--- config.mk ---
export PLATFORM = sky130hd
export DESIGN_NAME = fsb_master
export DESIGN_NICKNAME = d
export VERILOG_FILES = /design/src/rtl/fsb_master.sv
export SDC_FILE = /design/constraint.sdc
export NUM_CORES = 1
export LEC_CHECK = 0
export CORE_MARGIN = 5
export CORE_UTILIZATION = 43
export CTS_CLUSTER_SIZE = 24
export DETAILED_ROUTE_END_ITERATION = 7
export PLACE_DENSITY = 0.78
export SLEW_MARGIN = 15
export SYNTH_ARGS = -nofsm -noshare
export SYNTH_HDL_FRONTEND = slang
export SYNTH_SLANG_ARGS = --single-unit
--- constraint.sdc ---
create_clock -name CLK_FSB -period 2.5 [get_ports CLK_FSB]
set_input_delay 0.375 -clock CLK_FSB [delete_from_list [all_inputs] [get_ports CLK_FSB]]
set_output_delay 0.375 -clock CLK_FSB [all_outputs]
set_load 0.1 [all_outputs]
--- src/rtl/fsb_master.sv ---
// 68000-style bus master sequencer.
// Runs one bus cycle per accepted request. Terminations are DTACK (normal),
// VPA (synchronous 6800 cycle through E), BERR, or a wait timeout.
//
//   state  | meaning
//   -------+---------------------------------------------------------------
//   IDLE   | no cycle in progress, REQ sampled here only
//   ADDR   | address and nWE driven, strobes still negated
//   STRB   | nAS low (read data strobes low too); write data strobes next
//   WAIT   | waiting for BERR / DTACK / VPA or the timeout
//   VPAW   | VPA seen, waiting for E rising to assert nVMA
//   VMA    | nVMA low, waiting for E falling
//   TERM   | strobes released, read data captured, ACK high this cycle
//   RECOV  | strobes negated until all terminations released, then IDLE
module fsb_master #(
  parameter logic [7:0] TIMEOUT = 8'd255
) (
  input  logic        CLK_FSB,
  input  logic        RESET,
  input  logic        REQ,
  input  logic        RW,
  input  logic [1:0]  BE,
  input  logic [22:0] ADDR,
  input  logic [15:0] WDATA,
  output logic        BUSY,
  output logic        ACK,
  output logic        ERR,
  output logic [15:0] RDATA,
  output logic [22:0] A_out,
  output logic [15:0] D_out,
  output logic        D_OE,
  output logic        nAS_out,
  output logic        nUDS_out,
  output logic        nLDS_out,
  output logic        nWE_out,
  output logic        nVMA_out,
  input  logic        nDTACK_in,
  input  logic        nVPA_in,
  input  logic        nBERR_in,
  input  logic        E_in,
  input  logic [15:0] D_in
);

  typedef enum logic [2:0] {
    S_IDLE,
    S_ADDR,
    S_STRB,
    S_WAIT,
    S_VPAW,
    S_VMA,
    S_TERM,
    S_RECOV
  } state_t;

  state_t      state_q, state_d;
  logic        rw_q, rw_d;
  logic [1:0]  be_q, be_d;
  logic        busy_q, busy_d;
  logic        ack_q, ack_d;
  logic        err_q, err_d;
  logic [15:0] rdata_q, rdata_d;
  logic [22:0] addr_q, addr_d;
  logic [15:0] dout_q, dout_d;
  logic        doe_q, doe_d;
  logic        nas_q, nas_d;
  logic        nuds_q, nuds_d;
  logic        nlds_q, nlds_d;
  logic        nwe_q, nwe_d;
  logic        nvma_q, nvma_d;
  logic [7:0]  cnt_q, cnt_d;
  logic        e_q, e_d;

  // Per-cycle helpers for the wait states
  logic [7:0]  cnt_inc;
  logic        tmo_hit;
  logic        do_term;
  logic        do_abort;

  // Next-state and next-output logic; TERM/abort actions are applied on the
  // edge that enters TERM/RECOV so ACK/ERR are high in that state's cycle.
  always_comb begin
    state_d  = state_q;
    rw_d     = rw_q;
    be_d     = be_q;
    busy_d   = busy_q;
    ack_d    = 1'b0;
    err_d    = 1'b0;
    rdata_d  = rdata_q;
    addr_d   = addr_q;
    dout_d   = dout_q;
    doe_d    = doe_q;
    nas_d    = nas_q;
    nuds_d   = nuds_q;
    nlds_d   = nlds_q;
    nwe_d    = nwe_q;
    nvma_d   = nvma_q;
    cnt_d    = cnt_q;
    e_d      = E_in;
    do_term  = 1'b0;
    do_abort = 1'b0;

    // Saturating increment: the timeout counter must never wrap back to 0
    cnt_inc = (cnt_q == 8'hFF) ? cnt_q : cnt_q + 8'd1;
    tmo_hit = (cnt_inc >= TIMEOUT);

    case (state_q)
      S_IDLE: begin
        if (REQ) begin
          state_d = S_ADDR;
          rw_d    = RW;
          be_d    = BE;
          addr_d  = ADDR;
          dout_d  = WDATA;
          nwe_d   = RW;
          busy_d  = 1'b1;
        end
      end

      S_ADDR: begin
        state_d = S_STRB;
        nas_d   = 1'b0;
        if (rw_q) begin
          nuds_d = ~be_q[1];
          nlds_d = ~be_q[0];
        end else begin
          doe_d = 1'b1;
        end
      end

      S_STRB: begin
        state_d = S_WAIT;
        cnt_d   = 8'd0;
        if (!rw_q) begin
          nuds_d = ~be_q[1];
          nlds_d = ~be_q[0];
        end
      end

      S_WAIT: begin
        cnt_d = cnt_inc;
        if (!nBERR_in) begin
          do_abort = 1'b1;
        end else if (!nDTACK_in) begin
          do_term = 1'b1;
        end else if (!nVPA_in) begin
          state_d = S_VPAW;
        end else if (tmo_hit) begin
          do_abort = 1'b1;
        end
      end

      S_VPAW: begin
        cnt_d = cnt_inc;
        if (!e_q && E_in) begin
          nvma_d  = 1'b0;
          state_d = S_VMA;
        end else if (tmo_hit) begin
          do_abort = 1'b1;
        end
      end

      S_VMA: begin
        cnt_d = cnt_inc;
        if (e_q && !E_in) begin
          do_term = 1'b1;
        end else if (tmo_hit) begin
          do_abort = 1'b1;
        end
      end

      S_TERM: begin
        state_d = S_RECOV;
      end

      S_RECOV: begin
        if (nDTACK_in && nVPA_in && nBERR_in) begin
          state_d = S_IDLE;
          busy_d  = 1'b0;
          nwe_d   = 1'b1;
        end
      end

      default: begin
        state_d = S_IDLE;
      end
    endcase

    if (do_term) begin
      state_d = S_TERM;
      ack_d   = 1'b1;
      if (rw_q) begin
        rdata_d = D_in;
      end
      nas_d   = 1'b1;
      nuds_d  = 1'b1;
      nlds_d  = 1'b1;
      nvma_d  = 1'b1;
      doe_d   = 1'b0;
    end

    if (do_abort) begin
      state_d = S_RECOV;
      err_d   = 1'b1;
      nas_d   = 1'b1;
      nuds_d  = 1'b1;
      nlds_d  = 1'b1;
      nvma_d  = 1'b1;
      doe_d   = 1'b0;
    end
  end

  // State and output registers with synchronous reset; reset wins mid-cycle
  always_ff @(posedge CLK_FSB) begin
    if (RESET) begin
      state_q <= S_IDLE;
      rw_q    <= 1'b0;
      be_q    <= 2'b00;
      busy_q  <= 1'b0;
      ack_q   <= 1'b0;
      err_q   <= 1'b0;
      rdata_q <= 16'h0000;
      addr_q  <= 23'h000000;
      dout_q  <= 16'h0000;
      doe_q   <= 1'b0;
      nas_q   <= 1'b1;
      nuds_q  <= 1'b1;
      nlds_q  <= 1'b1;
      nwe_q   <= 1'b1;
      nvma_q  <= 1'b1;
      cnt_q   <= 8'd0;
      e_q     <= 1'b0;
    end else begin
      state_q <= state_d;
      rw_q    <= rw_d;
      be_q    <= be_d;
      busy_q  <= busy_d;
      ack_q   <= ack_d;
      err_q   <= err_d;
      rdata_q <= rdata_d;
      addr_q  <= addr_d;
      dout_q  <= dout_d;
      doe_q   <= doe_d;
      nas_q   <= nas_d;
      nuds_q  <= nuds_d;
      nlds_q  <= nlds_d;
      nwe_q   <= nwe_d;
      nvma_q  <= nvma_d;
      cnt_q   <= cnt_d;
      e_q     <= e_d;
    end
  end

  assign BUSY     = busy_q;
  assign ACK      = ack_q;
  assign ERR      = err_q;
  assign RDATA    = rdata_q;
  assign A_out    = addr_q;
  assign D_out    = dout_q;
  assign D_OE     = doe_q;
  assign nAS_out  = nas_q;
  assign nUDS_out = nuds_q;
  assign nLDS_out = nlds_q;
  assign nWE_out  = nwe_q;
  assign nVMA_out = nvma_q;

endmodule

# After elaboration in Yosys (flattened, before gate mapping)
# Index checks and enable logic that the tools add are counted.
totals:
  input_bits: 65
  wordCells: 96
  ff_bits: 79
  out_inout_bits: 64
op_classes:
  addsub: 1
  reduce_logical: 20
  n_lt_le_gt_ge: 1
  bitwise: 3
  muxes: 36
  eq_ne: 18
op_table:
  columns: ["operator", "count"]
  rows:
  - ["2-to-1 mux 3 bit", 8]
  - ["inequality test 4 bit (second input constant)", 6]
  - ["one-hot mux 3 bit (7 select lines)", 1]
  - ["2-to-1 mux 1 bit", 19]
  - ["one-hot mux 8 bit (2 select lines)", 1]
  - ["== test 3 bit (second input constant)", 4]
  - ["one-hot mux 1 bit (2 select lines)", 5]
  - ["nonzero test 9 bit", 1]
  - ["adder 8 x 1 -> 8 bit (second input constant)", 1]
  - ["== test 8 bit (second input constant)", 1]
  - [">= comparator 8 bit (second input constant)", 1]
  - ["2-to-1 mux 8 bit", 1]
  - ["inequality test 2 bit (second input constant)", 4]
  - ["AND reduction 2 bit", 4]
  - ["AND reduction 7 bit", 1]
  - ["== test 3 x 2 -> 1 bit (second input constant)", 2]
  - ["AND reduction 3 bit", 2]
  - ["nonzero test 2 bit", 3]
  - ["OR reduction 3 bit", 2]
  - ["logical AND 1 bit", 4]
  - ["== test 3 x 1 -> 1 bit (second input constant)", 1]
  - ["logical NOT 3 bit", 1]
  - ["NOT 1 bit", 3]
  - ["one-hot mux 1 bit (3 select lines)", 1]
  - ["logical NOT 1 bit", 2]

# Depth between registers and ports, before layout
logic_depth:
  ltp_word: 10
  mapped_depth: 7
  depth_no_buf: 6

# Least setup slack after synthesis
# No wires, ideal clock.
synth_timing:
  path_type: "register -> register"
  start: "register cnt_q[0]"
  end: "register state_q[0]"
  stages_incl_launch_ff: 8
  setup_time_ns: 0.077
  required_ns: 2.423
  arrival_time_ns: 2.020
  n_path_buf: 1
  setup_slack_ns: 0.404
  path_cell_list: "dfxtp_1 > ha_1 > and3_1 > nand2_1 > a221o_1 > or4_1 > buf_2 > a41oi_2"
synth_via:
  elab_chain_cells: 10
synth_lines:
  columns: ["element", "line", "text"]
  rows:
  - ["start: declaration", "70", "logic [7:0] cnt_q, cnt_d;"]
  - ["start signal: assignment", "248", "cnt_q <= cnt_d;"]
  - ["adder 8 x 1 -> 8 bit or == test 8 bit (tied branches)", "103", "cnt_inc = (cnt_q == 8'hFF) ? cnt_q : cnt_q + 8'd1;"]
  - ["2-to-1 mux 8 bit (*)", "103", null]
  - [">= comparator 8 bit (*)", "104", "tmo_hit = (cnt_inc >= TIMEOUT);"]
  - ["2-to-1 mux 1 bit (*)", "147, 157, 166", null]
  - ["2-to-1 mux 1 bit", "145", "end else if (!nVPA_in) begin"]
  - ["2-to-1 mux 1 bit", "143", "end else if (!nDTACK_in) begin"]
  - ["2-to-1 mux 1 bit", "141", "if (!nBERR_in) begin"]
  - ["one-hot mux 1 bit (3 select lines) (*)", "106", "case (state_q)"]
  - ["nonzero test 9 bit (no line) or inequality test 4 bit (tied branches)", null, null]
  - ["AND reduction 7 bit (no line)", null, null]
  - ["end signal: assignment", "233", "state_q <= state_d;"]
  - ["end: declaration", "55", "state_t state_q, state_d;"]
# Every way passes the cells marked *; elsewhere a longest branch is shown, timed or not.
# A chain may end at the register's enable or synchronous reset.

# Worst setup path after layout
# Same ends and word-level chain as after synthesis.

==> flow_summary.ini <==
[floorplanning]
die_x_um = 95.8
ios = 129
core.rowCount = 31
die_area_um2 = 9170
die_h_um = 95.8
initial_utilization_pct = 43.9
coreArea_um2 = 7210

[critical_path]
crit_family = simple AND/OR/NAND/NOR gates
path_max_fanout = 9
cp-start-kind = flop
crit_buf_inv = 0
crit_type = reg -> reg
worst_ep_required_time_ns = 2.77
path_cells = ha_1, and3_1, nand2_1, a221o_1, or4_1, a41oi_2
critPathMaxStageDelay_ns = 0.61
critPathSlowestCell = or4_1
critPathCaptureType = flop
crit_arrival_ns = 2.64

[placed_design]
portBuffers = 128
place.gp.congestion = 0.823
placed_area_um2 = 4370
numPlacedInstances = 592
hpwl_mm = 6.50

[yosys]
synth-seq-cells = 79
synth-seq-area-share_pct = 50.0
synth.most_common_cell = nand2_1
synth-edff-count = 0
async_reset_ff_share_pct = 0
synth_top_area_cell = dfxtp_1
synthFlopType = dfxtp_1
syn-num-nets = 450
synth.distinct_cells = 48
post-synth-top-area-fraction_pct = 50.0
synth_area_um2 = 3160
ys_top_cells_by_count = 98 x nand2_1, 79 x dfxtp_1, 57 x a21oi_1
netlist_instances = 384
synth_area_per_cell_um2 = 8.24
synth_warnings = 0
netlist_top_cells_area = dfxtp_1 50%, nand2_1 12%, a21oi_1 9.0%

[timing]
rsz0062_at_grt = false
setup_violations = 0
drv_slew = 0
fmax_mhz = 422
finalHoldViolCount = 0
period_needed_ns = 2.37
skew_ns = 0.00894
holdWs_ns = 0.455
relSlewSlack_pct = 55.8
fin_crit_sh_pct = 94.8
setup-tns-final_ns = 0
worstMarginPinSlew_ns = 0.663

[route]
antenna_left = 0
routed_wl_mm = 8.88
vias_per_cell = 5.10
vias = 3103
drc = 0
firstDrtPassIters = 4
wire_per_inst_um = 14.6
drt_iter0_drc = 102

[clock_tree]
cts_root_buf = clkbuf_8
post_cts_resized = 0
cts_tree = yes
clk_latency_ns = 0.34
cts_sinks = 79
cts_made_buffers = 9
clk_pin_slew_ns = 0.08
ctsHoldBuffers = 0
htreeDepth = 3
post_cts_buffers = 0
clk_path_buf_depth = 2

[layout]
drive_gt1_share_pct = 18.7
fillers = 660
instances_no_fill = 608
area_growth_pct = 43.9
n_antenna_cell = 0
fin_nets = 570
stdcell_area_um2 = 4550

[grt]
grt_max_degree = 44
grt_pass1_wl_mm = 14.2
antenna_found_initial = 0
grt_pass1_vias = 2959
grt_usage_pct = 19.6
grt_overflow = 0

[power]
leakage_nw = 1.95
totalPowerFinal_mw = 3.26
p_per_area_nw_per_um2 = 715
vdd_ir_drop_max_mv = 0.392

[outcome]
status = complete, no violations

[job]
cap_viol_max_count = 0

[min_path]
hold_class = reg -> reg
[per-stage QoR]
step                util, %  setup WS (ns)
floorplan                 -          0.404
global placement       60.5         0.0409
detailed placement     60.5       -0.00815
CTS                    63.1          0.188
global route           63.1         0.0126
finish                 63.1          0.130
[registers in the layout, indices dropped and copies added, names as in the netlist, 2 cells and up]
| signal | cells |
|---|---|
| be_q | 2 |
| D_out | 16 |
| cnt_q | 8 |
| RDATA | 16 |
| state_q | 3 |
| A_out | 23 |
[power by group]
group          switching (mW)  internal [mW]
Clock                   0.465          0.459
Combinational           0.693          0.265
Sequential             0.0429           1.33
[kinds of logic after synthesis]
group	Yosys count	share of synthesized area (%)
muxes	17	5.42
adders and majority gates	1	0.395
and+or+nand+nor	167	23.2
buffers and inverters	29	3.76
AOI/OAI and AO/OA	91	17.3
DFF	79	50.0
[path summary, 6_finish.rpt]
kind,start,to,slack (ns),cells after the start
setup / recovery,cnt_q[0],state_q[0],0.13,6
hold / removal,A_out[6],A_out[6],0.46,2
setup reg to reg,cnt_q[0],state_q[0],0.13,6
hold reg to reg,A_out[6],A_out[6],0.46,2
[layout make-up]
class / count / area (um2) / share of cell area (%)
clock buffers: 10 / 128 / 2.80
inverters: 2 / 7.51 / 0.165
clock inverters: 6 / 61.3 / 1.35
multi-input cells: 276 / 1460 / 32.1
flip-flops and latches: 79 / 1580 / 34.7
repair buffers: 136 / 1190 / 26.1
well taps: 99 / 124 / 2.72
[routing by layer]
metal | global-route usage (%) | up-vias | wire length (um)
met5 | 0 | - | 0
met4 | 6.87 | 0 | 116
met3 | 7.27 | 10 | 738
met2 | 33.1 | 96 | 4430
met1 | 22.9 | 1442 | 3600
li1 | - | 1555 | -
[cells in the final DEF, fill, tap and decap left out, types with 2 or more instances in the layout]
| cell type | count |
|---|---|
| clkinv_2 | 3 |
| buf_4 | 71 |
| or4_1 | 2 |
| a21o_1 | 4 |
| nor2_1 | 28 |
| nor3_1 | 6 |
| clkdlybuf4s50_1 | 63 |
| o221ai_1 | 2 |
| nand2_1 | 98 |
| mux2i_1 | 16 |
| a31oi_1 | 4 |
| and4_1 | 2 |
| nor2b_1 | 4 |
| o211ai_1 | 3 |
| or3_1 | 2 |
| and3_1 | 4 |
| inv_1 | 2 |
| clkbuf_8 | 9 |
| and2_1 | 4 |
| nand3_1 | 7 |
| a21oi_1 | 57 |
| o21ai_0 | 6 |
| a211oi_1 | 2 |
| dfxtp_1 | 79 |
[worst reg2reg max path, stage by stage (launching register included)]
cell and delay (ns):
dfxtp_1 0.46, ha_1 0.34, and3_1 0.23, nand2_1 0.10, a221o_1 0.32, or4_1 0.61
a41oi_2 0.24
No activity file was read; power rests on OpenSTA's default activity.
